File: src/rtl/cpu_mode_ctrl.sv
// Board mode sequencer: IDLE -> PROG (UART load, with timeout) -> LOADED -> RUN.
// Drives the UART programmer reset, CPU reset/inited and the CPU clock-enable.
module cpu_mode_ctrl #(
   parameter int unsigned TIMEOUT_CYCLES = 200_000_000,
   parameter int unsigned CNT_W          = 28
) (
   input  logic       clock,
   input  logic       reset,
   input  logic       btn_prog,
   input  logic       btn_enter,
   input  logic       btn_step,
   input  logic       step_mode,
   input  logic       upg_wen_i,
   input  logic       upg_done_i,
   output logic       upg_rst_o,
   output logic       cpu_rst_o,
   output logic       cpu_run_o,
   output logic       inited_o,
   output logic [1:0] mode_o,
   output logic       prog_err_o
);

   typedef enum logic [1:0] {
      IDLE   = 2'b00,
      PROG   = 2'b01,
      LOADED = 2'b10,
      RUN    = 2'b11
   } state_e;

   localparam logic [CNT_W-1:0] CNT_LAST = CNT_W'(TIMEOUT_CYCLES - 1);
   localparam logic [CNT_W-1:0] CNT_MAX  = '1;

   state_e           state_q, state_d;
   logic [CNT_W-1:0] cnt_q, cnt_d;
   logic             prog_prev_q, prog_prev_d;
   logic             enter_prev_q, enter_prev_d;
   logic             step_prev_q, step_prev_d;
   logic             run_q, run_d;
   logic             err_q, err_d;

   logic             prog_rise;
   logic             enter_rise;
   logic             step_rise;
   logic             timeout;

   always_comb begin
      prog_prev_d  = btn_prog;
      enter_prev_d = btn_enter;
      step_prev_d  = btn_step;
      prog_rise    = btn_prog  & ~prog_prev_q;
      enter_rise   = btn_enter & ~enter_prev_q;
      step_rise    = btn_step  & ~step_prev_q;
   end

   always_comb begin
      state_d = state_q;
      timeout = 1'b0;
      case (state_q)
         IDLE, LOADED: begin
            if (prog_rise) begin
               state_d = PROG;
            end else if (enter_rise) begin
               state_d = RUN;
            end
         end
         PROG: begin
            // A finished load beats a timeout on the same cycle.
            if (upg_done_i) begin
               state_d = LOADED;
            end else if (cnt_q == CNT_LAST) begin
               state_d = IDLE;
               timeout = 1'b1;
            end
         end
         RUN: begin
            if (prog_rise) begin
               state_d = PROG;
            end
         end
         default: state_d = IDLE;
      endcase
   end

   always_comb begin
      cnt_d = '0;
      if (state_d == PROG && state_q == PROG && !upg_wen_i) begin
         cnt_d = (cnt_q == CNT_MAX) ? cnt_q : cnt_q + 1'b1;
      end
   end

   always_comb begin
      err_d = err_q;
      if (timeout) begin
         err_d = 1'b1;
      end else if (prog_rise) begin
         err_d = 1'b0;
      end
   end

   // Looking at both current and next state keeps the enable low on entry to
   // RUN and drops it on the same edge that leaves RUN.
   always_comb begin
      run_d = 1'b0;
      if (state_q == RUN && state_d == RUN) begin
         run_d = step_mode ? step_rise : 1'b1;
      end
   end

   always_ff @(posedge clock) begin
      if (reset) begin
         state_q      <= IDLE;
         cnt_q        <= '0;
         prog_prev_q  <= 1'b0;
         enter_prev_q <= 1'b0;
         step_prev_q  <= 1'b0;
         run_q        <= 1'b0;
         err_q        <= 1'b0;
      end else begin
         state_q      <= state_d;
         cnt_q        <= cnt_d;
         prog_prev_q  <= prog_prev_d;
         enter_prev_q <= enter_prev_d;
         step_prev_q  <= step_prev_d;
         run_q        <= run_d;
         err_q        <= err_d;
      end
   end

   always_comb begin
      upg_rst_o  = (state_q != PROG);
      cpu_rst_o  = (state_q != RUN);
      inited_o   = (state_q == RUN);
      mode_o     = state_q;
      cpu_run_o  = run_q;
      prog_err_o = err_q;
   end

endmodule

File: config.mk
export PLATFORM = sky130hd
export DESIGN_NAME = cpu_mode_ctrl
export DESIGN_NICKNAME = d
export VERILOG_FILES = /design/src/rtl/cpu_mode_ctrl.sv
export SDC_FILE = /design/constraint.sdc
export NUM_CORES = 1
export LEC_CHECK = 0
export BUFFER_PORTS_ARGS = -buffer_cell sky130_fd_sc_hd__buf_2
export CAP_MARGIN = 5
export CORE_ASPECT_RATIO = 0.75
export CORE_MARGIN = 1.5
export CORE_UTILIZATION = 63
export DETAILED_ROUTE_END_ITERATION = 8
export GPL_TIMING_DRIVEN = 0
export PLACE_DENSITY_LB_ADDON = 0.15
export SLEW_MARGIN = 20
export SYNTH_ARGS = -nofsm -noshare
export SYNTH_HDL_FRONTEND = slang
export SYNTH_SLANG_ARGS = --single-unit
File: constraint.sdc
create_clock -name clock -period 3.1 [get_ports clock]
set_input_delay 0.465 -clock clock [delete_from_list [all_inputs] [get_ports clock]]
set_output_delay 0.465 -clock clock [all_outputs]
set_load 0.02 [all_outputs]
== Yosys cells after proc, flatten, opt, wreduce, memory -nomap -nowiden ==
Index checks and enable logic that the tools add are counted.
W data, S select, Z words.
Operators by class
  mux-type cells: 12
  bitwise operators: 8
  eq/ne operators: 9
  add/subtract/negate cells: 1
  reduce and logical (&&, ||, !) cells: 9
Operators with widths (count)
  $eq A28 B28 Y1 const B: 2
  $add A28 B1 Y28 const B: 1
  $mux W2: 5
  $eq A2 B2 Y1 const B: 3
  $mux W1: 6
  $pmux W2 S3: 1
  $reduce_or A2 Y1: 3
  $not A1 Y1: 5
  $eq A2 B1 Y1 const B: 2
  $and A1 B1 Y1: 3
  $logic_and A1 B1 Y1: 3
  $logic_not A2 Y1: 1
  $ne A2 B1 Y1 const B: 1
  $ne A2 B2 Y1 const B: 1
  $reduce_bool A2 Y1: 1
  $logic_not A1 Y1: 1
Storage, ports and cells
  register bits: 35
  output and inout port bits: 7
  logic and storage cells: 46
  bits of input ports: 8

== Logic depth before layout (Yosys ltp) ==
  word-level depth: 10
  gate-level depth with buffers: 9
  gate-level depth less buffers: 6

== Worst setup path after synthesis ==
No wires, ideal clock.
  path type: reg2reg
  from: reg cnt_q[0]
  to: reg cnt_q[27]
  data arrival time: 1.861 ns
  path buffers: 3
  period minus slack after synthesis: 1.931 ns
  required time: 3.030 ns
  setup slack: 1.169 ns
  stages on the path, launching flop included: 10
  setup time: 0.070 ns
  cells stage by stage: dfxtp_1 > ha_1 > and3_1 > clkbuf_1 > nand4_1 > o31ai_1 > or4_1 > buf_2 > buf_2 > a21oi_1
Between the ends
  longest elaborated chain between the ends: 9
  elaborated cells between the ends (all ways): 11
  those cells by class: add/sub: 1; eq/ne: 3; mux: 3; bitwise: 1; reduce/logical: 3
RTL lines
  from (decl): line 34  | logic [CNT_W-1:0] cnt_q, cnt_d;
  from (signal assigned): line 120  | cnt_q <= cnt_d;
  $eq A28 B28 Y1: line 70  | end else if (cnt_q == CNT_LAST) begin
  $mux W2: line 70
  $mux W2: line 68  | if (upg_done_i) begin
  $pmux W2 S3: line 58  | case (state_q)
  $eq A2 B1 Y1: line 86  | if (state_d == PROG && state_q == PROG && !upg_wen_i) begin
  $logic_and A1 B1 Y1 (2 in a row): line 86
  $not A1 Y1 (no line)
  $reduce_or A2 Y1 (no line)
Several ways; a longest one is shown, not always the timed one.
A chain may end at the register's enable or synchronous reset.

== Final worst setup path ==
Ends and elaborated chain as after synthesis.

==> results.md <==
* Worst Setup Start Kind: flop
* Fillers at ~190
* Post-cts hold buffer count at 0
* Sequential power share at a little under half
* Half-perimeter wire length of the detailed placement result at between 3000 and 4000 um
* Worst slew margin at 71.8%
* Proportion of synthesized flip-flops having asynchronous set or reset at 0%
* Vias after detailed routing at around 1700
* Crit Path Class: flop to flop
* Leading cell type in the layout, fill and taps excluded: sky130_fd_sc_hd__dfxtp_1
* Worst stage delay on the critical path at 0.41 ns
* Part of the power in the clock network at around 50%
* Proportion of power drawn by combinational gates at about 3.7%
* Nets@finish at approximately 240
* Worst EP required at 3.27 ns
* Drt wl/cell at roughly 16 um
* Worst setup skew after layout at roughly 0.007 ns
* Clock latency at the later pin of the worst-skew pair at 0.29 ns
* Share of the yosys chip area belonging to registers at about two fifths
* Power density of the placed cells at roughly 490 mW/mm^2
* DP Worst Slack at 0.768 ns
* Cell count after synthesis at 213
* Setup repair after global routing missed its margin: false
* Post-CTS Setup Repair Bufs at 0
* Site row count at 16
* Cell area after technology mapping at approximately 0.0018 sq mm
* Width of the die at approximately 64 um
* Synth warnings at 0
* Clock buffer count from CTS at 5
* Die Y at slightly below 50 um
* Number of flops mapped to enable cells by yosys at 0
* Worst Path Max Fanout at 10
* Power dissipated by switching net loads at about 0.19 mW
* Number of synthesized register bits at 35
* Aggregate global-route resource usage at between 30 and 40%
* CP Capture Type: flop
* Max-Cap Viols at 0
* Bufs on Longest Clock Path at 2
* Min Clock Period, post-route at 2.35 ns
* Setup-violating endpoint count in the final report at 0
* Overflow after GRT at 0
* Remaining routing DRC violations at 0
* Switching share of power at between 10% and 20%
* Number of antenna violations at the first check in global routing at 0
* Leakage at ~0.70 nW
* Average via count per standard cell at roughly 6.3
* Number of distinct library cell variants in the gate-level netlist after synthesis at just over 40
* Fin. Hold Viols at 0
* VDD IR max at around 380 uV
* Number of routed nets with antenna violations at 0
* Status: complete, no violations
* Core area at approximately 0.0026 sq mm
* Vias in the first global route at approximately 1600
* Count of routing violations after the opening detailed-route iteration at ~130
* Clock sink count at 35
* Weighted congestion at the end of routability-driven global placement at approximately 0.85
* Highest clock rate at between 400 and 500 MHz
* Worst EP arrival at ~2.5 ns
* Post-route setup slack at roughly 0.75 ns
* Setup TNS at 0 ns
* Cell chain of the critical path: ha_1, and3_1, clkbuf_1, nand4_1, o31ai_1, or4_1, buf_2, buf_2, a21oi_1
* Count of input and output buffers at 14
* Die area at around 0.0031 sq mm
* Clock input transition at the sequential cells of the worst setup and hold paths at roughly 0.070 ns
* Total wirelength of the detailed-routed design at approximately 4200 um
* Area growth from synthesis to layout at 14.1%
* CTS tree: yes
* Cell with the largest stage delay on the worst path: sky130_fd_sc_hd__dfxtp_1
* Most used cells in the layout excluding fill and tap cells: 35 x sky130_fd_sc_hd__dfxtp_1, 20 x sky130_fd_sc_hd__buf_2, 20 x sky130_fd_sc_hd__a21oi_1, 19 x sky130_fd_sc_hd__nand2_1, 13 x sky130_fd_sc_hd__nor2_1
* Most numerous cell on the critical path: sky130_fd_sc_hd__buf_2
* Placed Area at ~0.0019 sq mm
* Post-Syn Nets at ~220
* Number of ports placed on the die boundary at 15
* Level count of the clock H-tree at 2
* Share of the cycle needed by the critical path after routing at 75.7%
* Layout cells sized above 1 at 15.7%
* Most instantiated flip-flop cell in the synthesis netlist: sky130_fd_sc_hd__dfxtp_1
* Global-route wire length before repair at about 7300 um
* Flop-to-flop setup slack at 0.75 ns
* Number of max-slew violations in the final report at 0
* Effective utilization at floorplan at about two thirds
* Cell-internal power at around 0.8 mW
* Avg Synthesized Cell Area at 8.24 sq um
* CTS-repair resized insts at 0
* Cell area after layout at 0.00200 sq mm
* Antenna diodes at 0
* Clock tree root driver cell: sky130_fd_sc_hd__clkbuf_8
* Worst min path class: input pin to flop
* Largest net degree at the start of global routing at 12
* DRT Pass-1 Iters at 4
* Actual transition at the worst max-transition pin at roughly 0.42 ns
==> sequential cells by signal, summed over array words and instances (netlist names) <==
| register | count |
|---|---|
| cnt_q | 28 |
| mode_o | 2 |
| cpu_run_o | 1 |
| enter_prev_q | 1 |
| prog_err_o | 1 |
| prog_prev_q | 1 |
| step_prev_q | 1 |
==> logic make-up after synthesis <==
group	Yosys count	synth area share, %
muxes	1	0.571
AOI/OAI and AO/OA	45	15.3
xor gates and xnor gates	7	3.50
adders and majority gates	1	0.713
DFF	35	39.9
buffers and inverters	19	5.35
and+or+nand+nor	105	34.6
==> cell type report <==
class	instances	area, sq um	area share, %
inverters	7	26.3	1.31
flip-flops and latches	35	701	35.0
well taps	36	45.0	2.25
repair buffers	14	70.1	3.50
plain buffers	12	67.6	3.38
clock inverters	2	60.1	3.00
multi-input cells	159	960	47.9
clock buffers	6	72.6	3.62
==> per-stage QoR <==
step	util (%)	cells	power, mW	hold WS, ns
floorplan	-	213	0.489	0.447
global placement	71.3	263	0.502	0.448
detailed placement	71.3	263	0.505	0.463
CTS	76.3	271	0.985	0.409
global route	76.3	271	1.01	0.427
finish	76.3	271	0.982	0.412
==> final timing paths <==
path	startpoint	to	depth (start not counted)
setup / recovery	cnt_q[0]$_SDFFE_PP0P_	cnt_q[27]$_SDFFE_PP0P_	9
hold / removal	btn_step	step_prev_q$_SDFF_PP0_	3
setup reg to reg	cnt_q[0]$_SDFFE_PP0P_	cnt_q[27]$_SDFFE_PP0P_	9
hold reg to reg	prog_err_o$_SDFFE_PP0P_	prog_err_o$_SDFFE_PP0P_	2
==> Yosys cell counts (2+ instances only) <==
library cell,instances,area (sq um)
sky130_fd_sc_hd__a211oi_1,5,37.5
sky130_fd_sc_hd__a21oi_1,20,100
sky130_fd_sc_hd__a31oi_1,2,12.5
sky130_fd_sc_hd__and2_1,5,31.3
sky130_fd_sc_hd__and3_1,9,56.3
sky130_fd_sc_hd__and3b_1,2,17.5
sky130_fd_sc_hd__and4_1,2,17.5
sky130_fd_sc_hd__and4_4,2,22.5
sky130_fd_sc_hd__buf_2,6,30.0
sky130_fd_sc_hd__buf_6,2,22.5
sky130_fd_sc_hd__clkbuf_1,3,11.3
sky130_fd_sc_hd__dfxtp_1,35,701
sky130_fd_sc_hd__inv_1,7,26.3
sky130_fd_sc_hd__nand2_1,19,71.3
sky130_fd_sc_hd__nand2b_1,3,18.8
sky130_fd_sc_hd__nand3_1,12,60.1
sky130_fd_sc_hd__nand4_1,3,18.8
sky130_fd_sc_hd__nor2_1,13,48.8
sky130_fd_sc_hd__nor2b_1,3,18.8
sky130_fd_sc_hd__nor3_1,7,35.0
sky130_fd_sc_hd__nor4_1,2,12.5
sky130_fd_sc_hd__nor4b_1,2,17.5
sky130_fd_sc_hd__o21ai_0,10,50.1
sky130_fd_sc_hd__o31ai_1,4,30.0
sky130_fd_sc_hd__or3_1,11,68.8
sky130_fd_sc_hd__or4_1,4,30.0
sky130_fd_sc_hd__xnor2_1,6,52.6
==> routing by layer <==
layer  GRT usage, %  share of wire (%)  up-vias
met5              0                  0        -
met4           13.0                2.2        0
met3           7.67                6.0       13
met2           47.0                 48       60
met1           39.2                 44      818
li1               -                  -      816
==> worst max-delay path, delay by kind of cell, from the launching register on <==
family / cells / cell delay [ns]
buffers and inverters: 3 / 0.74
AND/OR/NAND/NOR: 3 / 0.50
flip-flops: 1 / 0.41
AO/OA/AOI/OAI: 2 / 0.35
adder cells (fa/ha/maj): 1 / 0.21
==> power by group through the flow <==
stage          Sequential, mW  Combinational, mW  Clock [mW]
5_1_grt                 0.459             0.0397       0.507
4_1_cts                 0.458             0.0361       0.491
3_3_place_gp            0.468             0.0340           0
2_1_floorplan           0.471             0.0175           0
3_5_place_dp            0.469             0.0359           0
6_report                0.459             0.0362       0.487
Power figures use the tool's default switching activity.
